### config.mk
export PLATFORM = sky130hd
export DESIGN_NAME = regfile_read_arbiter
export DESIGN_NICKNAME = d
export VERILOG_FILES = /design/src/rtl/regfile_read_arbiter.sv
export SDC_FILE = /design/constraint.sdc
export NUM_CORES = 1
export LEC_CHECK = 0
export ABC_AREA = 1
export BUFFER_PORTS_ARGS = -buffer_cell sky130_fd_sc_hd__buf_2
export CAP_MARGIN = 20
export CORE_UTILIZATION = 48
export DETAILED_ROUTE_END_ITERATION = 16
export PLACE_DENSITY = 0.78
export SETUP_SLACK_MARGIN = 0.2
export SLEW_MARGIN = 0
export SYNTH_ARGS = -nofsm -noshare
export SYNTH_HDL_FRONTEND = slang
export SYNTH_SLANG_ARGS = --single-unit
### constraint.sdc
create_clock -name i_clk -period 2.6 [get_ports i_clk]
set_input_delay 0.13 -clock i_clk [delete_from_list [all_inputs] [get_ports i_clk]]
set_output_delay 0.13 -clock i_clk [all_outputs]
set_load 0.01 [all_outputs]
### src/rtl/regfile_read_arbiter.sv
// Round-robin arbiter that shares the single register-file read port among NREQ requesters
// and returns each selected word over a valid/ready response channel.
module regfile_read_arbiter #(
  parameter int NREQ = 4,
  parameter int IDW  = 2
) (
  input  logic                 i_clk,
  input  logic                 i_reset,
  input  logic [NREQ-1:0]      i_req_valid,
  input  logic [5*NREQ-1:0]    i_req_addr,
  output logic [NREQ-1:0]      o_req_ready,
  output logic [4:0]           o_mux_sel,
  input  logic [31:0]          i_mux_out,
  output logic                 o_rsp_valid,
  output logic [IDW-1:0]       o_rsp_id,
  output logic [31:0]          o_rsp_data,
  input  logic                 i_rsp_ready
);

  typedef enum logic [1:0] {
    S_IDLE = 2'd0,
    S_READ = 2'd1,
    S_RESP = 2'd2
  } state_t;

  state_t         r_state;
  logic [IDW-1:0] r_rr_ptr;
  logic [IDW-1:0] r_rsp_id;
  logic [4:0]     r_mux_sel;
  logic [31:0]    r_rsp_data;
  logic           r_rsp_valid;

  logic            w_can_grant;
  logic            w_found;
  logic [IDW-1:0]  w_grant_idx;
  logic [IDW-1:0]  w_next_ptr;
  logic [4:0]      w_grant_addr;
  logic [NREQ-1:0] w_req_ready;
  logic [4:0]      w_addr [NREQ];

  genvar gi;
  generate
    for (gi = 0; gi < NREQ; gi++) begin : g_addr
      assign w_addr[gi] = i_req_addr[5*gi +: 5];
    end
  endgenerate

  function automatic int rr_index(input logic [IDW-1:0] ptr, input int k);
    return (int'(ptr) + k) % NREQ;
  endfunction

  assign w_can_grant = (r_state == S_IDLE) || ((r_state == S_RESP) && i_rsp_ready);

  // Scan from the farthest candidate back to rr_ptr so the nearest requester overwrites the rest.
  always_comb begin
    w_found      = 1'b0;
    w_grant_idx  = '0;
    w_next_ptr   = r_rr_ptr;
    w_grant_addr = '0;
    w_req_ready  = '0;
    for (int k = NREQ - 1; k >= 0; k--) begin
      if (w_can_grant && i_req_valid[rr_index(r_rr_ptr, k)]) begin
        w_found      = 1'b1;
        w_grant_idx  = IDW'(rr_index(r_rr_ptr, k));
        w_next_ptr   = IDW'(rr_index(r_rr_ptr, k + 1));
        w_grant_addr = w_addr[rr_index(r_rr_ptr, k)];
        w_req_ready  = '0;
        w_req_ready[rr_index(r_rr_ptr, k)] = 1'b1;
      end
    end
  end

  always_ff @(posedge i_clk or posedge i_reset) begin
    if (i_reset) begin
      r_state     <= S_IDLE;
      r_rr_ptr    <= '0;
      r_mux_sel   <= '0;
      r_rsp_id    <= '0;
      r_rsp_data  <= '0;
      r_rsp_valid <= 1'b0;
    end else begin
      if (w_found) begin
        r_mux_sel <= w_grant_addr;
        r_rsp_id  <= w_grant_idx;
        r_rr_ptr  <= w_next_ptr;
      end
      case (r_state)
        S_IDLE: begin
          if (w_found) r_state <= S_READ;
        end
        S_READ: begin
          r_rsp_data  <= i_mux_out;
          r_rsp_valid <= 1'b1;
          r_state     <= S_RESP;
        end
        S_RESP: begin
          if (i_rsp_ready) begin
            r_rsp_valid <= 1'b0;
            r_state     <= w_found ? S_READ : S_IDLE;
          end
        end
        default: r_state <= S_IDLE;
      endcase
    end
  end

  assign o_req_ready = w_req_ready;
  assign o_mux_sel   = r_mux_sel;
  assign o_rsp_valid = r_rsp_valid;
  assign o_rsp_id    = r_rsp_id;
  assign o_rsp_data  = r_rsp_data;

endmodule

==> After elaboration in Yosys (flattened, before gate mapping) <==
Cells that the tools add are included.
{ "totals": {"regBits": 44, "wordCells": 109} }
{ "classes": {"n_addsub": 4, "n_lt_le_gt_ge": 12, "eq_ne": 4, "muxes": 57, "bitwise_logic": 7, "reduce_logical": 19} }
{ "op_table": {"columns": ["cell", "n"], "rows": [
  ["greater-or-equal comparator 32 x 3 -> 1 bit (second input constant)", 4],
  ["NOT 32 bit", 3],
  ["2-to-1 mux 5 bit", 12],
  ["binary-select mux 5 bit (select 2 bit)", 4],
  ["NOT 2 -> 32 bit", 1],
  ["2-to-1 mux 2 bit", 10],
  ["2-to-1 mux 1 bit", 17],
  ["2-to-1 mux 4 bit", 4],
  ["less-than comparator 3 x 4 -> 1 bit (second input constant)", 3],
  ["greater-or-equal comparator 3 x 1 -> 1 bit (second input constant)", 3],
  ["logical AND 1 bit", 9],
  ["binary-select mux 1 bit (select 2 bit)", 4],
  ["demux 1 bit (select 2 bit)", 4],
  ["case mux 2 bit (3 select lines)", 1],
  ["AND reduction 2 bit", 3],
  ["OR reduction 2 bit", 3],
  ["adder 2 x 1 -> 2 bit (second input constant)", 2],
  ["adder 2 bit (second input constant)", 2],
  ["inequality test 2 bit (second input constant)", 2],
  ["nonzero test 4 bit", 1],
  ["bitwise AND 1 bit (first input constant)", 3],
  ["less-than comparator 2 x 3 -> 1 bit (second input constant)", 1],
  ["== test 2 x 1 -> 1 bit (second input constant)", 1],
  ["== test 2 bit (second input constant)", 1],
  ["other kinds (5)", 5]
]} }

==> Depth between registers and ports, before layout <==
Gate-level depths: netlist (run 1).
{ "logic_depth": {"word_depth": 14, "mapped_depth": 12, "mapped_depth_nobuf": 11} }

==> Worst setup path before layout (run 1) <==
No wires, ideal clock.
{ "synth_timing": {"path_kind": "register -> output", "startpoint": "register r_rr_ptr[1]", "endpoint": "output port o_req_ready[0]", "arrival_ps": 1796, "setup_slack_ps": 674, "stages_incl_launch_ff": 12, "path_buffers": 1, "cell_sequence": "dfrtp_1 > buf_6 > inv_4 > ha_1 > inv_2 > nand3_1 > inv_1 > nor2_2 > nand2_1 > nor2_2 > nand2_1 > nand4_1"} }
{ "synth_via": {"elab_chain_len": 11} }
{ "synth_rtl": {"columns": ["item", "line", "source"], "rows": [
  ["start: declaration", "27", "logic [IDW-1:0] r_rr_ptr;"],
  ["start signal: assignment", "85", "r_rr_ptr <= w_next_ptr;"],
  ["adder 2 bit", "49", "return (int'(ptr) + k) % NREQ;"],
  ["OR reduction 2 bit (no line)", null, null],
  ["bitwise AND 1 bit (no line)", null, null],
  ["less-than comparator 3 x 4 -> 1 bit (not written as such) or greater-or-equal comparator 3 x 1 -> 1 bit (tied branches)", "68", "w_req_ready[rr_index(r_rr_ptr, k)] = 1'b1;"],
  ["logical AND 1 bit (not written as such)", "68", null],
  ["2-to-1 mux 1 bit (not written as such)", "68", null],
  ["demux 1 bit (select 2 bit)", "68", null],
  ["2-to-1 mux 4 bit (3 in series)", "62", "if (w_can_grant && i_req_valid[rr_index(r_rr_ptr, k)]) begin"],
  ["2-to-1 mux 4 bit *", "62", null],
  ["end: declaration", "11", "output logic [NREQ-1:0] o_req_ready,"]
]} }
Every way passes the cells marked *; elsewhere a longest branch is shown, timed or not. The select of a mux whose other input is x is not followed.

==> Worst setup path after layout (run 1) <==
{ "layout_timing": {"startpoint": "register r_rr_ptr[0]", "endpoint": "output port o_req_ready[3]"} }
Same word-level chain as after synthesis.

==> results of run 1 <==
==> report_power, final <==
part	internal (mW)	switching, mW	total, mW	leakage [nW]
Sequential	1.05	0.175	1.22	0.533
Combinational	1.19	2.19	3.38	1.46
Clock	0.217	0.209	0.425	0.0455
Total	2.45	2.58	5.03	2.04
==> cells in the mapped netlist (2+ instances only) <==
cell type	count
nor2_2	5
inv_4	2
nand3_2	3
ha_1	7
inv_2	4
clkbuf_1	8
nand3_1	24
dfrtp_1	44
inv_1	19
o21ai_0	23
nand2_1	224
a21oi_1	5
buf_6	3
buf_2	4
nand4_1	5
nand2_2	3
nor2_1	12
mux2i_1	10
==> final cells by class <==
| class | count | area share, % |
|---|---|---|
| Tap cell | 72 | 2.57 |
| Timing Repair Buffer | 109 | 16.4 |
| Inverter | 25 | 2.89 |
| Clock buffer | 8 | 2.57 |
| Sequential cell | 44 | 31.4 |
| Multi-Input combinational cell | 325 | 44.2 |
==> worst max-delay path, stage by stage (launching register included) <==
cell     delay (ps)
dfrtp_1         390
inv_2           110
ha_4            320
buf_4           180
nand3_1         120
nand3_2         170
nand2_4         110
nor2_4          170
nand2_1          80
nand4_1          90
buf_2           130
==> metal layers <==
| metal | track usage (%) | wire length [µm] | vias to the layer above |
|---|---|---|---|
| li1 | - | - | 1473 |
| met1 | 28.2 | 3020 | 1315 |
| met2 | 38.0 | 3240 | 94 |
| met3 | 2.91 | 321 | 8 |
| met4 | 5.93 | 80 | 0 |
| met5 | 0 | 0 | - |
==> path summary, 6_finish.rpt <==
kind / from / end / slack, ps / cells past startpoint
max reg2reg: r_rr_ptr[0] / o_mux_sel[3] / 670 / 10
min: i_mux_out[3] / o_rsp_data[3] / 40 / 3
min reg2reg: o_rsp_data[20] / o_rsp_data[20] / 470 / 2
min in group asynchronous: i_reset / o_rsp_data[29] / 410 / 3
max: r_rr_ptr[0] / o_req_ready[3] / 310 / 10
max in group asynchronous: i_reset / o_rsp_data[26] / 1500 / 4
==> stage by stage <==
stage | setup slack (ps) | area [µm²] | utilization (%) | power (mW) | hold WS, ps
finish | 311 | 3500 | 62.9 | 5.03 | 40.5
global route | 207 | 3500 | 62.9 | 5.54 | 34.9
CTS | 239 | 3470 | 62.3 | 4.96 | 37.7
detailed placement | 432 | 3350 | 60.2 | 4.48 | 185
global placement | 546 | 3350 | 60.2 | 4.41 | 184
floorplan | 674 | 2800 | - | 3.65 | 237
==> sequential cells by signal (all words and copies together) (netlist names) <==
signal       count
o_rsp_data      32
o_rsp_valid      1
r_state          2
r_rr_ptr         2
o_rsp_id         2
o_mux_sel        5
==> cells by family after synthesis <==
logic type,count (synthesis),share of synthesized area (%)
buffers and inverters,41,6.80
and+or+nand+nor,280,42.1
muxes,10,3.58
AOI/OAI and AO/OA,28,5.01
adders and majority gates,7,3.13
DFF,44,39.4
==> what timing repair did <==
| action | 4_1_cts | 5_1_grt |
|---|---|---|
| hold endpoints to repair | 20 | 0 |
| endpoints found under the setup margin | 4 | 4 |
| hold buffers | 1 | 0 |
| gates resized for setup | 3 | 7 |
==> results.json, run 1 <==
{
  "synth_ff_type": "dfrtp_1",
  "grt_pass1_vias": 2530,
  "synth_seq_area_share_pct": 39.4,
  "routed_via_density": 4.96,
  "synth_top_area_share_pct": 39.4,
  "synth-async-reset-ratio_pct": 100,
  "relSlewSlack_pct": 53.7,
  "multiInputGateArea_um2": 1550,
  "cp.arrival_ps": 2160,
  "seq_area_um2": 1100,
  "start_util_pct": 50.2,
  "netlist.top_cell.by_area": "dfrtp_1",
  "synthTopCellsByArea": "dfrtp_1, nand2_1, nand3_1",
  "fillCellCount": 527,
  "vias": 2890,
  "io_pins": 103,
  "area_growth_pct": 25.3,
  "finalSetupViolations": 0,
  "drv_cap": 0,
  "crit_fanout": 11,
  "required_ps": 2470,
  "num_rows": 27,
  "die_h_um": 78.3,
  "path_clk_slew_ps": 80,
  "htree_num_levels": 2,
  "grt_antenna_before_repair": 0,
  "synth.distinct_cells": 23,
  "layout_min_cycle_time_ps": 2290,
  "synth_area_per_cell_um2": 6.82,
  "core_um2": 5570,
  "ant_nets": 0,
  "status": "completed",
  "synthCells": 410,
  "worstSetupStartpointType": "flop",
  "drive_gt1_share_pct": 27.2,
  "grt_pass1_wl_um": 10900,
  "place_inst": 574,
  "end_kind": "primary output",
  "skew_ps": 5.37,
  "synth-edff-count": 0,
  "wl_per_cell_um": 11.4,
  "nNetsFinal": 576,
  "cts_tree": "done",
  "portBuffers": 102,
  "cts_setup_buffers": 0,
  "period_share_pct": 88.1,
  "finalMaxSlewViolations": 0,
  "path_class": "reg2out",
  "route.detailed.drc": 0,
  "dp_hpwl_um": 4960,
  "syn_area_um2": 2800,
  "totalWireLength_um": 6660,
  "grt_max_degree": 50,
  "ir_drop_mv": 0.775,
  "ys_seq_elements": 44,
  "cts.sinks": 44,
  "grt_setup_unrepaired": "false",
  "diodes": 0,
  "cts-root-buf": "clkbuf_8",
  "tightest_slew_ps": 690,
  "p_leak_nw": 2.04,
  "numCtsBuffers": 5,
  "setup-tns-final_ps": 0,
  "synth_warnings": 0,
  "drt_iter0_markers": 177,
  "firstDrtPassIters": 7,
  "layout_common_cells": "nand2_1, buf_2, dfrtp_1",
  "gp_congestion": 0.902,
  "clockBufferDepth": 2,
  "grt_usage_pct": 21.7,
  "powerDensity_nw_per_um2": 1440,
  "hold_viol": 0,
  "layout.cells.most_common": "nand2_1",
  "stdcell_count": 583,
  "worst_skew_pair.late_latency_ps": 280,
  "die_area_um2": 6130,
  "overflow": 0,
  "die_x_um": 78.3,
  "hold_class": "in2reg",
  "timing.fmax_ghz": 0.437,
  "synth_nets": 476
}
No activity file was read; power rests on OpenSTA's default activity.
==> inputs of run 2 (changes only) <==
ABC_AREA = default   (was 1)
==> run 2 against run 1 <==
Hold slack improved by 25 ps. Maximum frequency fell by 3.8%. Setup slack got worse by 90 ps. Power fell by 1.3%. Register-to-register slack got worse by 430 ps. Area after synthesis fell by 2.7%. Global-route usage barely moved. Final area rose by 3.5%.
==> results.json, run 2 <==
{
  "status": "completed",
  "grt_usage_pct": 21.7,
  "synth_top_area_share_pct": 40.5,
  "ant_nets": 0,
  "p_leak_nw": 1.62,
  "dp_hpwl_um": 4620,
  "core_um2": 5470,
  "cts.sinks": 44,
  "crit_top_cell": "mux2i_4",
  "routed_via_density": 5.71,
  "end_kind": "primary output",
  "synth_seq_area_share_pct": 40.5,
  "synth_area_per_cell_um2": 12.8,
  "grt_pass1_vias": 2068,
  "grt_antenna_before_repair": 0,
  "clockBufferDepth": 2,
  "drt-met1-wl_um": 2720,
  "path_cells": "clkinvlp_4, ha_4, mux2i_4, mux2i_4, nor2b_4, a22oi_1, o21ai_0, buf_2",
  "grt_pass1_wl_um": 10100,
  "layout_common_cells": "buf_2, dfrtp_1, mux2_2",
  "synth_top_family_by_area": "multiplexers",
  "synth.distinct_cells": 37,
  "diodes": 0,
  "cts-root-buf": "clkbuf_8",
  "finalMaxSlewViolations": 0,
  "htree_num_levels": 2,
  "wl_per_cell_um": 16.1,
  "synthTopCellsByArea": "dfrtp_1, mux4_2, mux2_2",
  "crit_fanout": 6,
  "place_inst": 380,
  "netlist.top_cell.by_area": "dfrtp_1",
  "worst_skew_pair.late_latency_ps": 290,
  "path_class": "reg2out",
  "met2_length_um": 3200,
  "synthCells": 213,
  "largest_register_ff_count": 32,
  "finalSetupViolations": 0,
  "ir_drop_mv": 0.687,
  "stdcell_count": 399,
  "synthMuxAreaShare_pct": 32.6,
  "start_util_pct": 49.7,
  "whs_ps": 65.8,
  "numCtsBuffers": 5,
  "gp_congestion": 0.874,
  "drv_cap": 0,
  "route.detailed.drc": 0,
  "layout.cells.most_common": "buf_2",
  "synth_fa_ha_area_share_pct": 3.22,
  "io_pins": 103,
  "cts_tree": "done",
  "tightest_slew_ps": 888,
  "grt_setup_unrepaired": "true",
  "powerDensity_nw_per_um2": 1370,
  "finalPower_mw": 4.97,
  "fin_util_pct": 66.3,
  "hold_viol": 0,
  "num_rows": 27,
  "hold_class": "in2reg",
  "drt_iter0_markers": 62,
  "worstSetupStartpointType": "flop",
  "top_layer": "met4",
  "nNetsFinal": 392,
  "firstDrtPassIters": 5,
  "synth_ff_type": "dfrtp_1",
  "synth_compound_area_share_pct": 11.7,
  "vias": 2280,
  "crit_buf_inv": 2,
  "portBuffers": 102,
  "relSlewSlack_pct": 40.4,
  "synth-edff-count": 0,
  "grt_max_degree": 33,
  "skew_ps": 6.15,
  "cpPeakStageDelay_ps": 430,
  "required_ps": 2470,
  "die_h_um": 77.3,
  "synthXorXnorAreaFrac_pct": 0.322,
  "period_share_pct": 91.5,
  "layout_min_cycle_time_ps": 2380,
  "totalWireLength_um": 6440,
  "die_x_um": 77.3,
  "synth_nets": 279,
  "timing.fmax_ghz": 0.420,
  "ys_seq_elements": 44,
  "synthSimpleGateAreaFrac_pct": 7.18,
  "drive_gt1_share_pct": 60.9,
  "slowest_stage": "dfrtp_2",
  "crit_family": "multiplexers",
  "met3_length_um": 463,
  "area_growth_pct": 33.3,
  "syn_area_um2": 2720,
  "synth_warnings": 0,
  "synth-async-reset-ratio_pct": 100,
  "synthTopCellsByCount": "dfrtp_1, mux2_2, mux4_2",
  "path_clk_slew_ps": 80,
  "synth_most_common_cell": "dfrtp_1",
  "cp.arrival_ps": 2250,
  "overflow": 0,
  "die_area_um2": 5970,
  "setup-tns-final_ps": 0
}
-- run 2: final timing paths --
path                                   to  slack, ps            from  cells past startpoint
setup / recovery           o_req_ready[2]        220     r_rr_ptr[0]                      8
hold / removal              o_rsp_data[6]         70    i_mux_out[6]                      2
setup reg to reg             o_mux_sel[3]        240     r_rr_ptr[0]                      8
hold reg to reg            o_rsp_data[19]        510  o_rsp_data[19]                      1
max in group asynchronous   o_rsp_data[2]       1420         i_reset                      4
min in group asynchronous   o_rsp_data[8]        470         i_reset                      3
-- run 2: report_power, final --
group	switching (mW)	internal, mW
clock	0.233	0.314
combinational	1.50	1.67
sequential	0.207	1.05
total	1.94	3.03
-- run 2: metal layers --
layer  up-vias  track usage [%]
li1       1046                -
met1      1102             28.1
met2       128             37.0
met3         4             3.93
met4         0             6.60
met5         -                0
-- run 2: timing repair --
action / CTS / global route
endpoints found under the setup margin: 9 / 5
setup buffers: 7 / 2
hold buffers: 1 / 0
gates cloned: 1 / 0
pin swaps: 4 / 2
resized for setup: 14 / 4
hold endpoints to repair: 23 / 0
-- run 2: layout make-up --
type	count	area, µm²
Sequential cell	44	1100
Clock inverter	2	38.8
Clock buffer	6	82.6
Timing Repair Buffer	122	704
Tap cell	72	90.1
Fill cell	430	1850
Multi-Input combinational cell	145	1570
Inverter	8	33.8
-- run 2: kinds of logic after synthesis --
| family | count (synthesis) |
|---|---|
| mux | 57 |
| compound gates | 47 |
| flops | 44 |
| simple gates | 33 |
| buf+inv | 24 |
| fa+ha+maj | 7 |
| xor+xnor | 1 |
-- run 2: stage by stage --
step / instance area (µm²) / setup slack [ps]
after floorplan: 2760 / 223
after global routing: 3630 / 119
after detailed placement: 3320 / 110
after CTS: 3600 / 146
final: 3630 / 221
after global placement: 3320 / 124
==> inputs of run 3 (changes only) <==
CORE_UTILIZATION = 45   (was 48)
PLACE_DENSITY = 0.77   (was 0.78)
clock period = 2 ns   (was 2.6 ns; I/O delays follow)
==> run 3 against run 2 <==
The flow now finishes with violations (negative setup slack). Final cell count grew 5.3%. Setup slack worse by 590 ps. Clock-buffer cell count unchanged. Register-to-register slack worse by 610 ps. Clock skew is 4.3 ps higher. Die area grew 6.5%. Global-route usage is 0.43 points lower. Final area is 7.4% higher. Combinational power is 55% higher. Sequential share of layout area decreased by 2.2 points. Sequential power rose by 29%. Largest cell class unchanged. Highest routed layer unchanged.
==> results.json, run 3 (same netlist as run 2, synthesis figures left out) <==
{
  "wl_per_cell_um": 16.5,
  "vias": 2370,
  "required_ps": 2180,
  "worst_skew_pair.late_latency_ps": 290,
  "cp.arrival_ps": 2540,
  "portBuffers": 102,
  "crit_top_cell": "buf_6",
  "grt_pass1_wl_um": 10400,
  "clockBufferDepth": 2,
  "routed_via_density": 5.64,
  "multiInputGateArea_um2": 1680,
  "rr_endpoint": "o_mux_sel[3]",
  "timing.fmax_ghz": 0.423,
  "whs_ps": 35.4,
  "grt_antenna_before_repair": 0,
  "violations": "negative setup slack",
  "dp_hpwl_um": 4830,
  "rr_worst_depth": 9,
  "path_cells": "buf_6, inv_4, ha_4, buf_6, nor4bb_4, o31a_4, buf_6, a221o_1, o32a_1",
  "cts.sinks": 44,
  "post-place-ws_ps": -126,
  "num_rows": 27,
  "drive_gt1_share_pct": 68.7,
  "fin_ws_ps": -366,
  "numCtsBuffers": 5,
  "cpPeakStageDelay_ps": 430,
  "core_um2": 5680,
  "status": "finished with violations",
  "die_x_um": 79.7,
  "hold_end": "o_rsp_data[19]",
  "largest_register_ff_count": 32,
  "crit_family": "compound AO/OA/AOI/OAI gates",
  "crit_buf_inv": 4,
  "layout_min_cycle_time_ps": 2370,
  "htree_num_levels": 2,
  "gp_congestion": 0.893,
  "tightest_slew_ps": 551,
  "grt_max_degree": 45,
  "cts_tree": "done",
  "die_area_um2": 6360,
  "crit_fanout": 5,
  "slowest_stage": "dfrtp_1",
  "path_clk_slew_ps": 80,
  "overflow": 0,
  "relSlewSlack_pct": 63.3,
  "p_leak_nw": 1.74,
  "layout_common_cells": "buf_2, dfrtp_1, mux2_2",
  "worstHoldStart": "i_mux_out[19]",
  "worstReg2RegStart": "r_rr_ptr[1]",
  "area_growth_pct": 43.2,
  "path_class": "reg2reg",
  "drv_cap": 0,
  "die_h_um": 79.7,
  "grt_usage_pct": 21.3,
  "finalSetupViolations": 12,
  "skew_ps": 10.5,
  "io_pins": 103,
  "finalMaxSlewViolations": 0,
  "hold_viol": 0,
  "crit_start": "r_rr_ptr[1]",
  "hold_class": "in2reg",
  "start_util_pct": 47.9,
  "ir_drop_mv": 1.15,
  "powerDensity_nw_per_um2": 1850,
  "drt_iter0_markers": 68,
  "ant_nets": 0,
  "seq_area_um2": 1100,
  "grt_setup_unrepaired": "true",
  "end_kind": "flop",
  "grt_pass1_vias": 2181,
  "worstSetupStartpointType": "flop",
  "route.detailed.drc": 0,
  "firstDrtPassIters": 4,
  "hold_depth": 2,
  "r2r_slack_ps": -370,
  "nNetsFinal": 413,
  "period_share_pct": 118,
  "fillCellCount": 427,
  "layout.cells.most_common": "buf_2",
  "diodes": 0,
  "cts-root-buf": "clkbuf_8",
  "setup-tns-final_ps": -2740,
  "totalWireLength_um": 6920
}
## run 3: worst max-delay path by stage
stage	cells after the start	endpoint	slack [ps]
6_report	9	o_mux_sel[3]	-370
4_1_cts	7	o_req_ready[3]	-340
5_1_grt	7	o_req_ready[1]	-480
3_3_place_gp	7	o_req_ready[2]	-70
3_5_place_dp	7	o_mux_sel[2]	-130
2_1_floorplan	10	o_mux_sel[3]	-370
## run 3: what timing repair did
action	CTS	global route
buffers inserted	9	7
setup endpoints to repair	13	13
pin swaps	3	15
gates cloned	0	0
resized for setup	15	35
hold buffers	1	0
hold endpoints to repair	44	0
## run 3: layout make-up
type,count,area share [%]
clock buffer,6,1.86
tap,72,2.31
sequential,44,28.3
inverter,8,0.932
multi-input combinational,145,43.1
timing repair buffer,143,22.6
clock inverter,2,0.899
## run 3: metal layers
metal  vias to the layer above  track usage [%]  wire length (µm)  share of wire [%]
met4                         0             7.32               111                1.6
met5                         -                0                 0                  0
li1                       1088                -                 -                  -
met1                      1157             26.3              2790                 40
met3                        12             4.00               436                6.3
met2                       113             37.2              3580                 52
## run 3: power by group
| group | internal [mW] | switching (mW) |
|---|---|---|
| combinational | 2.62 | 2.29 |
| sequential | 1.36 | 0.262 |
| clock | 0.371 | 0.285 |
## run 3: metrics by stage
step / power [mW] / instances / utilization (%) / instance area [µm²]
2_1_floorplan: 4.39 / 213 / - / 2760
3_3_place_gp: 5.52 / 395 / 60.8 / 3450
3_5_place_dp: 5.63 / 395 / 60.8 / 3450
4_1_cts: 6.60 / 413 / 64.9 / 3680
5_1_grt: 7.68 / 420 / 68.6 / 3890
6_report: 7.19 / 420 / 68.6 / 3890
